<file path="config.mk">
export PLATFORM = sky130hd
export DESIGN_NAME = fill_cmd_queue
export DESIGN_NICKNAME = d
export VERILOG_FILES = /design/src/rtl/fill_cmd_queue.sv
export SDC_FILE = /design/constraint.sdc
export NUM_CORES = 1
export LEC_CHECK = 0
export BUFFER_PORTS_ARGS = -buffer_cell sky130_fd_sc_hd__buf_4
export CORE_MARGIN = 2
export CORE_UTILIZATION = 45
export CTS_CLUSTER_DIAMETER = 200
export DETAILED_ROUTE_END_ITERATION = 10
export GPL_TIMING_DRIVEN = 0
export MAX_ROUTING_LAYER = met4
export PLACE_DENSITY = 0.7
export RECOVER_POWER = 25
export SKIP_CTS_REPAIR_TIMING = 1
export SYNTH_ARGS = -nofsm -noshare
export SYNTH_HDL_FRONTEND = slang
export SYNTH_SLANG_ARGS = --single-unit
export TNS_END_PERCENT = 1
</file>
<file path="constraint.sdc">
create_clock -name i_clk -period 6 [get_ports i_clk]
set_input_delay 0.6 -clock i_clk [delete_from_list [all_inputs] [get_ports i_clk]]
set_output_delay 0.6 -clock i_clk [all_outputs]
set_load 0.02 [all_outputs]
</file>
<file path="src/rtl/fill_cmd_queue.sv">
// Pushbutton-driven command queue: synchronises and debounces an active-low start button and,
// on each debounced press, enqueues {size,vectors} into a show-ahead FIFO.
module fill_cmd_queue #(
  parameter int unsigned DEBOUNCE_CYCLES = 4,
  parameter int unsigned LOG_DEPTH       = 3,
  parameter int unsigned WIDTH           = 6
) (
  input  logic               i_clk,
  input  logic               i_reset,
  input  logic               i_start,
  input  logic [2:0]         i_size,
  input  logic [2:0]         i_vectors,
  input  logic               i_rdreq,
  output logic [WIDTH-1:0]   o_q,
  output logic               o_rdempty,
  output logic               o_wrfull,
  output logic [LOG_DEPTH:0] o_usedw,
  output logic               o_drop,
  output logic [7:0]         o_accepted
);

  localparam int unsigned        Depth   = 2 ** LOG_DEPTH;
  localparam logic [7:0]         CntLast = 8'(DEBOUNCE_CYCLES - 1);
  localparam logic [LOG_DEPTH:0] FullCnt = (LOG_DEPTH + 1)'(Depth);

  logic                 r_s1, r_s2, r_db, r_press;
  logic [7:0]           r_cnt;
  logic [LOG_DEPTH-1:0] r_wptr, r_rptr;
  logic [LOG_DEPTH:0]   r_usedw;
  logic                 r_rdempty, r_wrfull, r_drop;
  logic [7:0]           r_accepted;
  logic [WIDTH-1:0]     r_mem [Depth];

  logic                 w_valid, w_wr, w_rd;
  logic [LOG_DEPTH:0]   w_usedw_nxt;

  // Button is active-low; the synchroniser carries the pressed (high) level.
  always_ff @(posedge i_clk or posedge i_reset) begin
    if (i_reset) begin
      r_s1    <= 1'b0;
      r_s2    <= 1'b0;
      r_db    <= 1'b0;
      r_cnt   <= '0;
      r_press <= 1'b0;
    end else begin
      r_s1    <= ~i_start;
      r_s2    <= r_s1;
      r_press <= 1'b0;
      if (r_s2 == r_db) begin
        r_cnt <= '0;
      end else if (r_cnt == CntLast) begin
        r_db    <= r_s2;
        r_cnt   <= '0;
        r_press <= r_s2;
      end else begin
        r_cnt <= r_cnt + 8'd1;
      end
    end
  end

  // A full queue still accepts a press when the same cycle pops the head.
  assign w_valid = (i_size != 3'd0) && (i_vectors != 3'd0);
  assign w_wr    = r_press && w_valid && (!r_wrfull || i_rdreq);
  assign w_rd    = i_rdreq && !r_rdempty;

  always_comb begin
    w_usedw_nxt = r_usedw;
    if (w_wr && !w_rd) begin
      w_usedw_nxt = r_usedw + 1'b1;
    end else if (w_rd && !w_wr) begin
      w_usedw_nxt = r_usedw - 1'b1;
    end
  end

  always_ff @(posedge i_clk or posedge i_reset) begin
    if (i_reset) begin
      r_wptr     <= '0;
      r_rptr     <= '0;
      r_usedw    <= '0;
      r_rdempty  <= 1'b1;
      r_wrfull   <= 1'b0;
      r_drop     <= 1'b0;
      r_accepted <= '0;
    end else begin
      if (w_wr) begin
        r_wptr     <= r_wptr + LOG_DEPTH'(1);
        r_accepted <= r_accepted + 8'd1;
      end
      if (w_rd) begin
        r_rptr <= r_rptr + LOG_DEPTH'(1);
      end
      r_usedw   <= w_usedw_nxt;
      r_rdempty <= (w_usedw_nxt == '0);
      r_wrfull  <= (w_usedw_nxt == FullCnt);
      r_drop    <= r_press && !w_wr;
    end
  end

  always_ff @(posedge i_clk) begin
    if (w_wr) begin
      r_mem[r_wptr] <= WIDTH'({i_size, i_vectors});
    end
  end

  assign o_q        = r_rdempty ? '0 : r_mem[r_rptr];
  assign o_rdempty  = r_rdempty;
  assign o_wrfull   = r_wrfull;
  assign o_usedw    = r_usedw;
  assign o_drop     = r_drop;
  assign o_accepted = r_accepted;

endmodule

</file>
* Word level (Yosys, flattened, before mapping)
Memory sizes are Yosys's and may differ from the RTL's. Index checks and enable logic that the tools add are counted.
Word-level totals: RAM bits 48, register bits after elaboration 33, memories kept 1, output and inout port bits 21, logic and storage cells 49, input bits 10
Operators by class: reduce and logical (&&, ||, !) cells 16, mux-type cells 9, $add $sub $neg 6, eq/ne operators 3, bitwise gates (word level) 2
Memory list:
- r_mem | words 8, bits a word 6, rd ports 1, clocked after Yosys merged registers in 0, wr ports 1, RTL line 32 | logic [WIDTH-1:0] r_mem [Depth];
Operators with widths (number):
- $add 8x1->8 const B | 2
- $mux 8 | 2
- $eq 8x2->1 const B | 1
- $mux 4 | 2
- $logic_and 1x1->1 | 7
- $add 3x1->3 const B | 2
- $mux 6 | 1
- $reduce_bool 3->1 | 2
- $add 4x1->4 const B | 1
- $eq 4x4->1 const B | 1
- $logic_not 1->1 | 4
- $logic_not 4->1 | 1
- $mux 1 | 4
- $sub 4x1->4 const B | 1
- $not 1->1 | 2
- $reduce_and 2->1 | 1
- $eq 1x1->1 | 1
- $logic_or 1x1->1 | 1

* Longest topological paths before layout
depth after elaboration 9, mapped depth 8, depth with buffers taken out 6

* Worst setup path before layout
Ideal clock, no wire load.
path kind in2reg, start point in i_size[1], end point mem r_mem[4][0], enable pin, arrival 1.920 ns, stages 6, setup slack 3.703 ns, library setup time 0.377 ns, path buffers 2, required time 5.623 ns, path through nor3_1 nor4b_4 buf_6 buf_2 nand2_1 nor3_1
Between the ends: longest elaborated chain between the ends 6
RTL lines:
- start, declared | RTL line 11 | input logic [2:0] i_size,
- $reduce_bool 3->1 | RTL line 62 | assign w_valid = (i_size != 3'd0) && (i_vectors != 3'd0);
- $logic_and 1x1->1 | RTL line 62
- $logic_and 1x1->1 (2 in series) | RTL line 63 | assign w_wr = r_press && w_valid && (!r_wrfull || i_rdreq);
- $mux 1 | RTL line 100 | if (w_wr) begin
- $mux 1 (not written as such) | RTL line 101 | r_mem[r_wptr] <= WIDTH'({i_size, i_vectors});
- end, declared | RTL line 32
No other way between the ends.

* Worst setup path after layout
Ends and elaborated chain as after synthesis.

==> results.tsv <==
stage	metric	value	unit
status	status	complete, no violations	
placement	post_dp_cell_area	0.00372	sq mm
finish	fin_nets	278	
die	rows	31	
synthesis	synth_top_family_by_area	multiplexers	
setup_path	cp.required	5.96	ns
synthesis	synth_edf_count	48	
drt	drtAntennaViolNets	0	
sta	tightest_slew	1.09	ns
finish	stdcell_area	0.00392	sq mm
synthesis	ys.flop_type	edfxtp_1	
clocking	clk_pin_slew_worst_paths	0.08	ns
sta	finalCritPeriodShare	47.5	%
power_and_ir_drop	p_per_area	421	mW/mm^2
synthesis	syn_inst	220	
sta	finalHoldViolations	0	
finish	nFillCells	618	
drt	routed_wl	5870	microns
setup_path	crit_fanout	10	
drt	drc	0	
sta	finClkSkew	0.0114	ns
drt	via_per_inst	5.11	
synthesis	ys_warn_count	0	
clocking	cts_root_buf	clkbuf_8	
global_route	antenna_found_initial	0	
die	die_area	0.00820	sq mm
global_route	grt_use_total	16.3	%
synthesis	ys_seq_area_share	67.2	%
drt	firstDrtPassIters	4	
sta	fin_crit	2.85	ns
placement	hpwl	3890	microns
clocking	htreeDepth	3	
die	die_w	90.6	microns
finish	diodes	0	
synthesis	synth.avg_cell_area	15.3	sq um
sta	maxSlewViolCount	0	
synthesis	syn_area	0.00337	sq mm
die	die_h	90.6	microns
clocking	insertion_delay	0.35	ns
sta	holdWs	0.182	ns
synthesis	synth-xor-area-share	5.45	%
drt	vias	1866	
global_route	grt_pass1_wl	9690	microns
die	coreArea	0.00725	sq mm
drt	wl_per_cell	16.1	microns
synthesis	synth_fa_ha_area_share	2.23	%
sta	setup_tns	0	ns
synthesis	syn-num-nets	236	
synthesis	synth.mux.area_fraction	11.4	%
sta	setup_viol	0	
setup_path	path_class	input port to flop	
worst_hold_path	hold_path.class	input port to asynchronous set/reset pin	
sta	rsz0062_at_grt	no	
die	ioPinCount	31	
synthesis	yosys-top-cells-area	edfxtp_1, dfrtp_1, mux4_2, xor2_1, xnor2_1	
power_and_ir_drop	ir_drop	0.191	mV
finish	layout.cells.non_filler	365	
setup_path	crit_arrival	2.81	ns
placement	portBuffers	30	
sta	relSlewSlack	26.5	%
synthesis	synth_compound_area_share	1.11	%
clocking	clock_sink_count	81	
placement	gp_congestion	0.702	
synthesis	post-synth-top-area-cell	edfxtp_1	
clocking	cts_buffer_depth	2	
synthesis	yosysTopAreaCellShare	42.7	%
synthesis	synth_most_common_cell	edfxtp_1	
setup_path	worstSetupEndpointType	flop	
synthesis	synth-simple-area-share	10.9	%
finish	area_growth	16.3	%
clocking	tritoncts	yes	
global_route	grt_pass1_vias	1873	
finish	utilization	54.1	%
flow_run	cap_viol_max_count	0	
finish	drive_gt1_share	23.3	%
die	start_util	46.5	%
sta	fmax	351	MHz
setup_path	start_kind	input port	
drt	drtIter0Drc	98	
synthesis	async_flop_share	40.7	%
power_and_ir_drop	p_leak	1.54	nW
synthesis	synth_seq_cells	81	
placement	placedCellCount	349	
global_route	overflow	0	
global_route	grt_max_degree	34	
clocking	numCtsBuffers	9	
synthesis	synth_common_cells	edfxtp_1, dfrtp_1, nor2_1	
synthesis	yosysUniqueCellTypes	34	
==> layout by cell type (no fill, tap or decap), types with 9 or more instances in the layout <==
master,count
buf_4,23
clkbuf_8,9
dfrtp_1,32
edfxtp_1,48
mux4_2,12
nand2_1,15
nand3_1,9
nor2_1,20
xnor2_1,10
xor2_1,11
==> path summary, 6_finish.rpt <==
| check | startpoint | endpoint | slack [ns] | cells past startpoint |
|---|---|---|---|---|
| min | i_reset | r_s1 | 0.18 | 2 |
| max | i_size[1] | r_mem[4][0] | 3.15 | 7 |
| max reg2reg | o_wrfull | r_mem[4][0] | 3.34 | 6 |
| min reg2reg | r_s1 | r_s2 | 0.35 | 0 |
| min in group i_clk | r_s1 | r_s2 | 0.35 | 0 |
| max in group asynchronous | i_reset | o_rdempty | 5.34 | 3 |
==> worst max-delay path, stage by stage <==
cell	delay (ns)
clkbuf_1	0.26
nor3_1	0.16
nor4b_4	0.37
buf_6	0.19
buf_2	0.24
nand2_1	0.13
nor3_1	0.85
==> flip-flops by register name (all words and copies together) (netlist names) <==
name,cells
o_accepted,8
o_drop,1
o_rdempty,1
o_usedw,4
o_wrfull,1
r_cnt,8
r_db,1
r_mem,48
r_press,1
r_rptr,3
r_s1,1
r_s2,1
r_wptr,3
==> cells by family (layout without fill, tap and decap cells) <==
family | count (synthesis) | count (layout)
adders and majority gates | 6 | 6
muxes | 23 | 23
xor gates and xnor gates | 21 | 21
buffers and inverters | 12 | 58
and+or+nand+nor | 71 | 71
AOI/OAI and AO/OA | 6 | 6
DFF | 81 | 81
==> final cells by class <==
class                   count  area, sq um  share of cell area (%)
plain buffers               7         38.8                   0.989
clock buffers              10          128                    3.25
clock inverters             5         65.1                    1.66
inverters                   5         18.8                   0.478
multi-input cells         127         1050                    26.7
flip-flops and latches     81         2270                    57.8
well taps                  99          124                    3.16
repair buffers             31          234                    5.96
==> through the flow <==
step                      setup slack, ns  power [mW]
after floorplan                      3.70        1.09
after global placement               3.01        1.27
after detailed placement             2.96        1.28
after CTS                            3.14        1.67
after global routing                 2.90        1.75
final                                3.15        1.65
==> report_power, final <==
part,total (mW),switching [mW],internal [mW]
sequential,0.720,0.0690,0.651
clock,0.389,0.195,0.194
combinational,0.543,0.288,0.255
total,1.65,0.552,1.10
==> metal layers <==
layer / part of all wire (%) / GRT usage (%) / up-vias
met2: 46 / 23.7 / 43
met5: 0 / - / -
met1: 47 / 21.8 / 928
met3: 5.6 / 4.51 / 8
li1: - / - / 887
met4: 1.5 / 6.54 / 0
Power figures use the tool's default switching activity.
